`config.mk`:
```
export PLATFORM = sky130hd
export DESIGN_NAME = cby_param
export DESIGN_NICKNAME = d
export VERILOG_FILES = /design/src/rtl/cby_param.sv
export SDC_FILE = /design/constraint.sdc
export NUM_CORES = 1
export LEC_CHECK = 0
export BUFFER_PORTS_ARGS = -buffer_cell sky130_fd_sc_hd__buf_4
export CORE_UTILIZATION = 52
export DETAILED_ROUTE_END_ITERATION = 8
export PLACE_DENSITY = 0.77
export SYNTH_ARGS = -nofsm -noshare
export SYNTH_HDL_FRONTEND = slang
export SYNTH_SLANG_ARGS = --single-unit
```
`constraint.sdc`:
```
create_clock -name prog_clk -period 1.97 [get_ports prog_clk]
set_input_delay 0.197 -clock prog_clk [delete_from_list [all_inputs] [get_ports prog_clk]]
set_output_delay 0.197 -clock prog_clk [all_outputs]
set_load 0.01 [all_outputs]
```
`src/rtl/cby_param.sv`:
```
`default_nettype none
// ============================================================================
// Module      : cby_param
// Description : Parameterised Y-direction connection block.
//               - Y-channel tracks pass straight through (bottom->top, top->bottom).
//               - NUM_IPIN muxes of MUX_SIZE inputs drive the grid input pins.
//               - Mux selects come from a serial shadow chain.
//               - The chain contents are committed to the active selects when
//                 config_enable falls, but only if the bit count is exact.
//               Optional feature macro: CBY_CFG_PARITY_EN
//                 Adds one trailing even-parity bit to the chain and checks it
//                 at commit.
// Revision    : 1.0 - initial release
// ============================================================================
module cby_param #(
  parameter int CHAN_W   = 12,
  parameter int NUM_IPIN = 9,
  parameter int MUX_SIZE = 6
) (
  input  logic                prog_clk,
  input  logic                pReset,
  input  logic                config_enable,
  input  logic                ccff_head,
  input  logic [CHAN_W-1:0]   chany_bottom_in,
  input  logic [CHAN_W-1:0]   chany_top_in,
  output logic [CHAN_W-1:0]   chany_top_out,
  output logic [CHAN_W-1:0]   chany_bottom_out,
  output logic [NUM_IPIN-1:0] ipin_out,
  output logic                ccff_tail,
  output logic                cfg_active,
  output logic                cfg_err
);

  localparam int C_SEL_W = $clog2(MUX_SIZE);
  localparam int C_L     = NUM_IPIN * C_SEL_W;
`ifdef CBY_CFG_PARITY_EN
  localparam int C_CHAIN_LEN = C_L + 1;
`else
  localparam int C_CHAIN_LEN = C_L;
`endif
  // One value past the chain length flags an over-shifted session.
  localparam int C_CNT_MAX = C_CHAIN_LEN + 1;
  localparam int C_CNT_W   = $clog2(C_CNT_MAX + 1);

  localparam logic [C_CNT_W-1:0] C_CNT_ONE  = C_CNT_W'(1);
  localparam logic [C_CNT_W-1:0] C_CNT_SAT  = C_CNT_W'(C_CNT_MAX);
  localparam logic [C_CNT_W-1:0] C_CNT_DONE = C_CNT_W'(C_CHAIN_LEN);
  localparam logic [C_SEL_W:0]   C_MUX_LIM  = (C_SEL_W+1)'(MUX_SIZE);

  logic [C_CHAIN_LEN-1:0] shadow_q, shadow_d;
  logic [C_L-1:0]         active_sel_q, active_sel_d;
  logic [C_CNT_W-1:0]     cnt_q, cnt_d;
  logic                   en_q, en_d;
  logic                   cfg_active_q, cfg_active_d;
  logic                   cfg_err_q, cfg_err_d;

  logic                   w_start;
  logic                   w_commit;
  logic                   w_parity_ok;
  logic [C_L-1:0]         w_sel_data;

  // Tracks are plain wires through the block.
  assign chany_top_out    = chany_bottom_in;
  assign chany_bottom_out = chany_top_in;

  assign ccff_tail  = shadow_q[C_CHAIN_LEN-1];
  assign cfg_active = cfg_active_q;
  assign cfg_err    = cfg_err_q;

  assign w_start  = config_enable & ~en_q;
  assign w_commit = en_q & ~config_enable;

  // Select fields are the first L bits shifted in; with parity the last bit
  // shifted in (bit 0) is the parity bit and sits below the select fields.
  assign w_sel_data = shadow_q[C_CHAIN_LEN-1 -: C_L];

`ifdef CBY_CFG_PARITY_EN
  assign w_parity_ok = ~(^shadow_q);
`else
  assign w_parity_ok = 1'b1;
`endif

  // Next-state logic for shift chain, session counter and commit.
  always_comb begin
    shadow_d     = shadow_q;
    active_sel_d = active_sel_q;
    cnt_d        = cnt_q;
    en_d         = config_enable;
    cfg_active_d = cfg_active_q;
    cfg_err_d    = cfg_err_q;

    if (config_enable) begin
      shadow_d = {shadow_q[C_CHAIN_LEN-2:0], ccff_head};
      if (w_start) begin
        cnt_d = C_CNT_ONE;
      end else if (cnt_q != C_CNT_SAT) begin
        cnt_d = cnt_q + C_CNT_ONE;
      end
    end

    if (w_commit) begin
      if ((cnt_q == C_CNT_DONE) && w_parity_ok) begin
        active_sel_d = w_sel_data;
        cfg_active_d = 1'b1;
        cfg_err_d    = 1'b0;
      end else begin
        cfg_err_d    = 1'b1;
      end
    end
  end

  // State registers; reset overrides any shift or commit on the same edge.
  always_ff @(posedge prog_clk) begin
    if (pReset) begin
      shadow_q     <= '0;
      active_sel_q <= '0;
      cnt_q        <= '0;
      en_q         <= 1'b0;
      cfg_active_q <= 1'b0;
      cfg_err_q    <= 1'b0;
    end else begin
      shadow_q     <= shadow_d;
      active_sel_q <= active_sel_d;
      cnt_q        <= cnt_d;
      en_q         <= en_d;
      cfg_active_q <= cfg_active_d;
      cfg_err_q    <= cfg_err_d;
    end
  end

  // Input pin muxes: fixed low track pairs plus one staggered pair per pin.
  generate
    for (genvar k = 0; k < NUM_IPIN; k++) begin : g_ipin
      localparam int C_J = (k + MUX_SIZE/2 - 1) % CHAN_W;

      logic [MUX_SIZE-1:0] w_in;
      logic [C_SEL_W-1:0]  w_sel;

      for (genvar t = 0; t < MUX_SIZE/2 - 1; t++) begin : g_pair
        assign w_in[2*t]   = chany_bottom_in[t];
        assign w_in[2*t+1] = chany_top_in[t];
      end

      assign w_in[MUX_SIZE-2] = chany_bottom_in[C_J];
      assign w_in[MUX_SIZE-1] = chany_top_in[C_J];

      assign w_sel = active_sel_q[k*C_SEL_W +: C_SEL_W];

      // Out-of-range selects and an unconfigured block both drive 0.
      assign ipin_out[k] = (cfg_active_q && ({1'b0, w_sel} < C_MUX_LIM))
                           ? w_in[w_sel] : 1'b0;
    end
  endgenerate

endmodule
`default_nettype wire

```
==> flow_metrics.py, run 1 <==
metrics = {
    "timing": {
        "final.setup_skew_ns": 0.006023,
        "max-slew-margin-rel_pct": 54.81,
        "fin_crit_ns": 1.846,
        "finalHoldViolations": 0,
        "timing_worst_slew_pin_value_ns": 0.6778,
        "rsz0062_at_grt": "false",
        "fmaxAchievable_mhz": 541.8,
        "fin_crit_sh_pct": 93.69,
        "setup_viol": 0,
        "max_slew_violation_count": 0,
        "fin_tns_setup_ns": 0,
    },
    "clock_network": {
        "clk_path_buf_depth": 2,
        "post_cts_gate_resize_count": 0,
        "cts_tree": "yes",
        "cts_sinks": 62,
        "numCtsBuffers": 9,
        "cts-root-buf": "clkbuf_8",
        "clk-insertion-delay-late_ns": 0.33,
        "post_cts.repair.setup_buffers": 0,
        "holdBufCountCts": 0,
        "cts_htree_levels": 3,
        "clk_transition_reported_paths_ns": 0.07,
    },
    "die": {
        "area_of_the_die_sq_mm": 0.006480,
        "initial_util_pct": 54.12,
        "std_cell_rows": 28,
        "die_y_um": 80.50,
        "horizontal_die_dimension_um": 80.50,
        "num_io_pins": 64,
        "core_outline_area_sq_mm": 0.005921,
    },
    "setup_path": {
        "data_arrival_time_of_the_worst_path_ns": 1.65,
        "crit_path_end_kind": "primary output",
        "cp_max_fo": 3,
        "regToRegSetupSlack_ns": 0.47,
        "critPathKind": "reg -> out",
        "rr_startpoint": "cnt_q[1]",
        "number_of_cells_on_the_worst_reg_to_reg_path": 5,
        "data_required_time_of_the_worst_path_ns": 1.77,
        "setup_crit_start_kind": "flop",
        "r2r-end": "active_sel_q[4]",
    },
    "grt": {
        "initial_antenna_violation_count": 0,
        "grt_use_total_pct": 19.05,
        "grt-ovfl-total": 0,
        "pin_count_of_the_biggest_net_entering_global_routing": 89,
        "first_pass_grt_wire_length_mm": 9.294,
        "vias_in_the_first_global_route": 2031,
    },
    "yosys": {
        "post-synth-top-area-cell": "dfxtp_1",
        "synth_nets": 350,
        "netlist-cell-type-count": 35,
        "synthesis.yosys.warnings": 0,
        "synth.area.top_cells": "dfxtp_1, mux2i_1, nand2b_1",
        "synth_largest_type_area_fraction_pct": 38.73,
        "post_synth_instance_area_sq_mm": 0.003204,
        "syn_inst": 320,
        "ys_ff_latch": 62,
        "ys_seq_area_share_pct": 38.73,
        "postSynthAreaPerCell_sq_um": 10.01,
    },
    "finish": {
        "layout_net_count": 379,
        "filler_instances": 504,
        "syn2layout_area_growth_pct": 13.98,
        "final_layout_size_suffix_gt1_share_pct": 24.93,
        "final_cells": 428,
        "final_area_sq_mm": 0.003652,
        "insertedDiodeCount": 0,
    },
    "run_status": {
        "status": "complete, no violations",
    },
    "detailed_routing": {
        "drc_errors": 0,
        "wire_per_inst_um": 13.68,
        "drtPass1Iterations": 4,
        "routed_wirelength_mm": 5.857,
        "drtAntennaViolNets": 0,
        "dr_total_vias": 2251,
        "drt_iter0_drc": 92,
        "vias_per_cell": 5.259,
    },
    "placement": {
        "dpl.cell_count": 413,
        "post-dp-hpwl_mm": 3.945,
        "buffer_ports.inserted": 59,
        "gpl.final_weighted_congestion": 0.7227,
        "dpl_cell_area_sq_mm": 0.003478,
    },
    "power": {
        "pwr_density_cell_mw_per_mm2": 670.8,
        "power.ir.vdd_worst_v": 0.0003959,
        "p_leak_uw": 0.001413,
    },
    "min_path": {
        "hold-path-cell-count": 3,
        "worstHoldPathType": "in -> reg",
        "hold_path_startpoint": "ccff_head",
        "hold-path-endpoint": "shadow_q[0]",
    },
    "flow_run": {
        "maxCapViolCount": 0,
    },
}
how the worst max path moves through the flow:
| stage | startpoint | endpoint | slack, ns | cells after the start |
|---|---|---|---|---|
| floorplan | cnt_q[1] | active_sel_q[18] | 0.56 | 6 |
| global route | cfg_active | ipin_out[7] | 0.03 | 4 |
| detailed placement | active_sel_q[24] | ipin_out[8] | 0.46 | 4 |
| finish | active_sel_q[24] | ipin_out[8] | 0.12 | 4 |
| global placement | active_sel_q[24] | ipin_out[8] | 0.49 | 4 |
| CTS | active_sel_q[24] | ipin_out[8] | 0.09 | 4 |
cell usage after synthesis:
master    instances
nor2_1           29
a221oi_1          1
inv_1             5
buf_1             1
mux4_2            9
nor3b_1           1
a31oi_1           1
buf_4            25
nor3_1            4
nand4_1           3
o21ba_1           1
o21ai_1           1
nand4b_4          1
buf_2             5
ha_1              2
nor3_4            1
o21ai_0           1
mux2i_1          63
nand2b_1         54
dfxtp_1          62
nor2b_1           1
o31ai_1           8
a21o_1            1
clkbuf_1         10
nand3_1           1
nand3b_1          8
o21a_1            1
a211oi_1          2
and4_1            2
nand2_1          10
and3_1            1
clkbuf_2          1
buf_6             1
a21oi_1           2
buf_8             1
where the power goes:
part           internal [uW]  switching, uW  leakage, uW
combinational            111            102     0.000822
sequential              1260           5.44     0.000500
clock                    511            460    0.0000910
total                   1880            567      0.00141
placed cells by master, fill, tap and decap left out, types with 2 or more instances in the layout:
master	n
a21oi_1	2
mux2i_1	63
ha_1	2
nand2_1	10
nand2b_1	54
a211oi_1	2
clkinv_2	3
and4_1	2
dfxtp_1	62
buf_4	62
mux4_2	9
nor2_1	29
inv_1	5
nand3b_1	8
clkbuf_8	11
o31ai_1	8
nand4_1	3
nor3_1	4
sequential cells by signal, indices dropped and copies added (netlist names):
register      flops
cnt_q             5
en_q              1
cfg_active        1
shadow_q         27
cfg_err           1
active_sel_q     27
metal layers:
| metal | share of wire [%] | wire, um | up-vias | track usage, % |
|---|---|---|---|---|
| li1 | - | - | 1132 | - |
| met1 | 45 | 2631 | 1051 | 23.12 |
| met2 | 49 | 2855 | 60 | 31.95 |
| met3 | 5.1 | 300 | 8 | 3.864 |
| met4 | 1.2 | 71 | 0 | 9.107 |
| met5 | 0 | 0 | - | 0 |
stage by stage:
step                hold slack [ns]  setup WS, ns  power [uW]  utilization (%)
floorplan                    0.3442        0.5571        1443                -
global placement             0.3942        0.4882        1503            58.75
detailed placement           0.3942        0.4631        1508            58.75
CTS                          0.1290       0.09197        2487            61.69
global route                 0.1389       0.02645        2565            61.69
finish                       0.1415        0.1244        2450            61.69
kinds of logic after synthesis:
kind of cell / share of synthesized area (%)
flip-flops: 38.73
AO/OA/AOI/OAI: 4.217
buffers and inverters: 9.488
multiplexers: 26.01
AND/OR/NAND/NOR: 20.77
adder cells (fa/ha/maj): 0.7808
area by class of cell:
type	instances	area [sq um]	area share, %
multi-input combinational	209	1659	45.43
sequential	62	1241	33.98
timing repair buffer	62	465.4	12.74
clock buffer	11	151.4	4.145
tap	75	93.84	2.569
clock inverter	4	22.52	0.6167
inverter	5	18.77	0.5139
critical path, cell delays in order, from the launching register on:
cell and delay, ns:
dfxtp_1 0.39, mux4_2 0.50, nor2b_1 0.14, o21a_1 0.16
buf_4 0.13
Note: power is estimated with default switching activity, not from simulation.
==> run 2: changes to the inputs <==
Settings changed: BUFFER_PORTS_ARGS -buffer_cell sky130_fd_sc_hd__buf_4 to -buffer_cell sky130_fd_sc_hd__buf_2, RECOVER_POWER set to 25.
==> run 2 against run 1 <==
Net effect:
- clock skew up 0.0014 ns
- cell count up 1.4%
- flip-flop and latch count is the same
- non-clock buffer count grew 5
- register-to-register slack lost 0.13 ns
- routed wire length is 1.6% higher
- worst hold slack worse by 0.014 ns
- critical endpoint unchanged
- clock-buffer cell count rose by 1
- fmax up 0.27%
==> flow_metrics.py, run 2 (synthesis results as in run 1) <==
metrics = {
    "timing": {
        "fin_tns_setup_ns": 0,
        "fin_crit_sh_pct": 93.44,
        "max-slew-margin-rel_pct": 37.46,
        "final.setup_skew_ns": 0.007409,
        "max_slew_violation_count": 0,
        "finalHoldWorstSlack_ns": 0.1279,
        "post-route-worst-setup-slack_ns": 0.1293,
        "finalHoldViolations": 0,
        "timing_worst_slew_pin_value_ns": 0.9381,
        "fin_crit_ns": 1.841,
        "setup_viol": 0,
        "rsz0062_at_grt": "false",
        "fmaxAchievable_mhz": 543.3,
    },
    "die": {
        "initial_util_pct": 54.12,
        "num_io_pins": 64,
        "die_y_um": 80.50,
        "area_of_the_die_sq_mm": 0.006480,
        "horizontal_die_dimension_um": 80.50,
        "core_outline_area_sq_mm": 0.005921,
        "std_cell_rows": 28,
    },
    "setup_path": {
        "setup_crit_start_kind": "flop",
        "number_of_cells_on_the_worst_reg_to_reg_path": 5,
        "rr_startpoint": "cnt_q[1]",
        "critical_path_depth": 4,
        "regToRegSetupSlack_ns": 0.34,
        "cp_num_buf_inv": 1,
        "cp_max_fo": 3,
        "slowest_delay_ns": 0.50,
        "data_arrival_time_of_the_worst_path_ns": 1.64,
        "crit_path_end_kind": "primary output",
        "r2r-end": "active_sel_q[13]",
        "data_required_time_of_the_worst_path_ns": 1.77,
        "crit_family": "multiplexers",
        "worst_path_slowest_cell": "mux4_2",
        "cell_breakdown_of_the_critical_path": "mux4_2 -> nor2b_1 -> o21a_1 -> buf_2",
        "critPathKind": "reg -> out",
    },
    "grt": {
        "globalRoute.busiestLayer": "met2",
        "pin_count_of_the_biggest_net_entering_global_routing": 51,
        "use_met1_pct": 23.94,
        "grt_use_total_pct": 19.73,
        "grt_util_met3_pct": 5.114,
        "gr-usage-met2_pct": 32.37,
        "vias_in_the_first_global_route": 2120,
        "first_pass_grt_wire_length_mm": 9.487,
        "grt-ovfl-total": 0,
        "initial_antenna_violation_count": 0,
    },
    "power": {
        "power.ir.vdd_worst_v": 0.0004348,
        "report.power.total_uw": 2666,
        "pwr_density_cell_mw_per_mm2": 744.6,
        "p_leak_uw": 0.001368,
    },
    "clock_network": {
        "clk_path_buf_depth": 2,
        "numCtsBuffers": 9,
        "post_cts_gate_resize_count": 0,
        "clk_transition_reported_paths_ns": 0.07,
        "holdBufCountCts": 0,
        "clk-insertion-delay-late_ns": 0.34,
        "cts_sinks": 62,
        "cts_htree_levels": 3,
        "cts-root-buf": "clkbuf_8",
        "post_cts.repair.setup_buffers": 0,
        "cts_tree": "yes",
    },
    "placement": {
        "buffer_ports.inserted": 59,
        "post-place-ws_ns": 0.3576,
        "post-dp-hpwl_mm": 4.230,
        "gpl.final_weighted_congestion": 0.7207,
        "dpl_cell_area_sq_mm": 0.003393,
    },
    "finish": {
        "layout_commonest_cell": "mux2i_1",
        "final_area_sq_mm": 0.003581,
        "reg.largest.list": "active_sel_q: 27 flops, shadow_q: 27 flops, cnt_q: 5 flops",
        "insertedDiodeCount": 0,
        "layout_net_count": 384,
        "layout_common_cells": "mux2i_1, dfxtp_1, nand2b_1",
        "multi_input_area_sq_mm": 0.001659,
        "final_layout_size_suffix_gt1_share_pct": 20.06,
        "layout.area.seq_sq_mm": 0.001241,
        "filler_instances": 520,
        "syn2layout_area_growth_pct": 11.75,
    },
    "min_path": {
        "hold-path-endpoint": "shadow_q[0]",
        "hold-path-cell-count": 3,
        "worstHoldPathType": "in -> reg",
        "hold_path_startpoint": "ccff_head",
    },
    "detailed_routing": {
        "drc_errors": 0,
        "routed_wirelength_mm": 5.948,
        "dr_total_vias": 2329,
        "drt_iter0_drc": 105,
        "wire_per_inst_um": 13.71,
        "vias_per_cell": 5.366,
        "drtPass1Iterations": 4,
        "drtAntennaViolNets": 0,
    },
    "flow_run": {
        "maxCapViolCount": 0,
    },
    "run_status": {
        "status": "complete, no violations",
    },
}
==> run 2: cell types whose count changed in the layout (fill, tap and decap cells not counted), moves of 2 or more <==
cell	change
buf_12	+2
buf_2	+40
buf_4	-57
bufinv_16	+2
clkbuf_1	+22
==> run 2: metal layers <==
layer / wire length, um / share of wire (%)
met1: 2783 / 47
met2: 2754 / 46
met3: 270 / 4.5
met4: 140 / 2.4
met5: 0 / 0
==> run 2: power breakdown <==
part | total [uW] | switching, uW | leakage [uW] | internal [uW]
Sequential | 1270 | 5.66 | 0.000500 | 1260
Clock | 1210 | 466 | 0.000110 | 743
Combinational | 191 | 103 | 0.000757 | 88.0
==> run 2: final cells by class <==
class	count	share of cell area [%]
multi-input cells	209	46.33
well taps	75	2.621
flip-flops and latches	62	34.66
repair buffers	67	9.853
clock inverters	4	1.957
clock buffers	12	4.053
inverters	5	0.5241
==> run 2: worst register-to-register path: stages (launching register included) <==
cell,delay (ns)
dfxtp_1,0.38
ha_1,0.28
nand4b_4,0.13
nor3_4,0.30
buf_12,0.26
mux2i_1,0.22
==> run 2: how the worst max path moves through the flow <==
stage                startpoint               end  slack [ns]
2_1_floorplan          cnt_q[1]  active_sel_q[18]        0.56
3_3_place_gp           cnt_q[1]   active_sel_q[4]        0.41
3_5_place_dp           cnt_q[1]  active_sel_q[19]        0.36
4_1_cts        active_sel_q[24]       ipin_out[8]        0.10
5_1_grt        active_sel_q[24]       ipin_out[8]        0.06
6_report       active_sel_q[24]       ipin_out[8]        0.13
==> run 2: stage by stage <==
| stage | cells | utilization (%) |
|---|---|---|
| finish | 434 | 60.48 |
| global route | 434 | 60.48 |
| CTS | 434 | 60.95 |
| detailed placement | 418 | 57.31 |
| global placement | 418 | 57.31 |
| floorplan | 320 | - |
==> run 3: changes to the inputs <==
Settings changed: SETUP_SLACK_MARGIN set to 0.15.
==> run 3 against run 2 <==
Net effect:
- global-route usage did not move
- critical endpoint unchanged
- utilization rose by 0.30 points
- fmax rose by 3.3%
- register-to-register slack barely moved
- flip-flop and latch count did not move
- via count rose by 0.43%
- worst hold slack got worse by 0.0017 ns
- routed wire length barely moved
- design area rose by 0.49%
==> flow_metrics.py, run 3 (synthesis results as in run 1) <==
metrics = {
    "run_status": {
        "status": "complete, no violations",
    },
    "die": {
        "core_outline_area_sq_mm": 0.005921,
        "horizontal_die_dimension_um": 80.50,
        "die_y_um": 80.50,
        "area_of_the_die_sq_mm": 0.006480,
        "num_io_pins": 64,
        "std_cell_rows": 28,
        "initial_util_pct": 54.12,
    },
    "finish": {
        "filler_instances": 518,
        "final_core_area_utilization_pct": 60.78,
        "syn2layout_area_growth_pct": 12.30,
        "final_layout_size_suffix_gt1_share_pct": 22.50,
        "multi_input_area_sq_mm": 0.001659,
        "layout_commonest_cell": "mux2i_1",
        "layout_common_cells": "mux2i_1, nand2b_1, dfxtp_1",
        "reg.largest.list": "active_sel_q: 27 flops, shadow_q: 27 flops, cnt_q: 5 flops",
        "final_area_sq_mm": 0.003598,
        "insertedDiodeCount": 0,
        "layout.area.seq_sq_mm": 0.001251,
        "layout_net_count": 385,
    },
    "setup_path": {
        "rr_startpoint": "cnt_q[1]",
        "slowest_delay_ns": 0.48,
        "cp_max_fo": 3,
        "r2r-end": "active_sel_q[13]",
        "worst_path_slowest_cell": "mux4_2",
        "number_of_cells_on_the_worst_reg_to_reg_path": 5,
        "regToRegSetupSlack_ns": 0.35,
        "cell_breakdown_of_the_critical_path": "mux4_2 -> nor2b_1 -> o21a_1 -> buf_2",
        "crit_path_end_kind": "primary output",
        "critPathKind": "reg -> out",
        "setup_crit_start_kind": "flop",
        "worst_setup_path_startpoint": "active_sel_q[24]",
        "data_required_time_of_the_worst_path_ns": 1.77,
        "cp_num_buf_inv": 1,
        "crit_family": "multiplexers",
        "data_arrival_time_of_the_worst_path_ns": 1.58,
    },
    "clock_network": {
        "numCtsBuffers": 9,
        "clk_path_buf_depth": 2,
        "clk_transition_reported_paths_ns": 0.07,
        "clk-insertion-delay-late_ns": 0.34,
        "cts_htree_levels": 3,
        "cts_tree": "yes",
        "cts-root-buf": "clkbuf_8",
        "cts_sinks": 62,
        "holdBufCountCts": 0,
    },
    "timing": {
        "rsz0062_at_grt": "true",
        "fin_crit_ns": 1.782,
        "finalHoldViolations": 0,
        "fmaxAchievable_mhz": 561.2,
        "post-route-worst-setup-slack_ns": 0.1880,
        "timing_worst_slew_pin_value_ns": 0.9395,
        "setup_viol": 0,
        "final.setup_skew_ns": 0.007944,
        "max_slew_violation_count": 0,
        "max-slew-margin-rel_pct": 37.36,
        "fin_crit_sh_pct": 90.45,
        "fin_tns_setup_ns": 0,
    },
    "detailed_routing": {
        "drt_iter0_drc": 116,
        "wire_per_inst_um": 13.68,
        "dr_total_vias": 2339,
        "routed_wirelength_mm": 5.950,
        "drtPass1Iterations": 4,
        "drc_errors": 0,
        "vias_per_cell": 5.377,
        "drtAntennaViolNets": 0,
    },
    "placement": {
        "buffer_ports.inserted": 59,
        "post-dp-hpwl_mm": 4.230,
        "post-place-ws_ns": 0.3576,
        "gpl.final_weighted_congestion": 0.7207,
        "dpl_cell_area_sq_mm": 0.003393,
    },
    "grt": {
        "initial_antenna_violation_count": 0,
        "first_pass_grt_wire_length_mm": 9.487,
        "grt_use_total_pct": 19.73,
        "grt-ovfl-total": 0,
        "pin_count_of_the_biggest_net_entering_global_routing": 51,
        "vias_in_the_first_global_route": 2120,
    },
    "power": {
        "p_leak_uw": 0.001378,
        "power.ir.vdd_worst_v": 0.0004354,
        "pwr_density_cell_mw_per_mm2": 741.2,
    },
    "min_path": {
        "hold_path_startpoint": "ccff_head",
        "hold-path-endpoint": "shadow_q[0]",
        "worstHoldPathType": "in -> reg",
        "hold-path-cell-count": 3,
    },
    "flow_run": {
        "maxCapViolCount": 0,
    },
}
==> run 3: cell types whose count changed in the layout (fill, tap and decap cells not counted), sizes merged <==
cell / change
buf: +1
==> run 3: layer usage <==
| layer | vias up | track usage [%] | part of all wire, % |
|---|---|---|---|
| met4 | 0 | 9.286 | 2.3 |
| met1 | 1113 | 23.94 | 46 |
| met5 | - | 0 | 0 |
| li1 | 1155 | - | - |
| met3 | 12 | 5.114 | 5.0 |
| met2 | 59 | 32.37 | 46 |
==> run 3: metrics by stage <==
step	hold slack, ns	total power (uW)	cells
2_1_floorplan	0.3442	1443	320
4_1_cts	0.1209	2703	434
3_5_place_dp	0.3942	1490	418
6_report	0.1262	2667	435
3_3_place_gp	0.3942	1488	418
5_1_grt	0.1339	2770	435
==> run 3: worst max-delay path by stage <==
stage | endpoint | depth (start not counted)
floorplan | active_sel_q[18] | 6
global placement | active_sel_q[4] | 5
detailed placement | active_sel_q[19] | 5
CTS | ipin_out[8] | 4
global route | ipin_out[8] | 4
finish | ipin_out[8] | 4
==> run 3: power breakdown <==
| part | internal (uW) | switching (uW) | total [uW] |
|---|---|---|---|
| logic | 88.0 | 102 | 190 |
| registers | 1260 | 5.66 | 1270 |
| clock network | 743 | 468 | 1210 |
==> run 3: layout make-up <==
cell class | count | area share, %
multi-input combinational | 209 | 46.11
clock buffer | 12 | 4.033
clock inverter | 4 | 1.947
tap | 75 | 2.608
sequential | 62 | 34.77
inverter | 5 | 0.5216
timing repair buffer | 68 | 10.01
==> run 3: worst min-delay path, delay by kind of cell <==
kind | cells | cell delay (ns)
buf+inv | 1 | 0.09
mux | 1 | 0.06
simple gates | 1 | 0.09
==> run 3: repair_timing <==
action,in CTS,in global routing
gates resized for setup,2,6
setup buffers,0,1
hold endpoints to repair,0,0
gates cloned,0,0
endpoints found under the setup margin,2,7
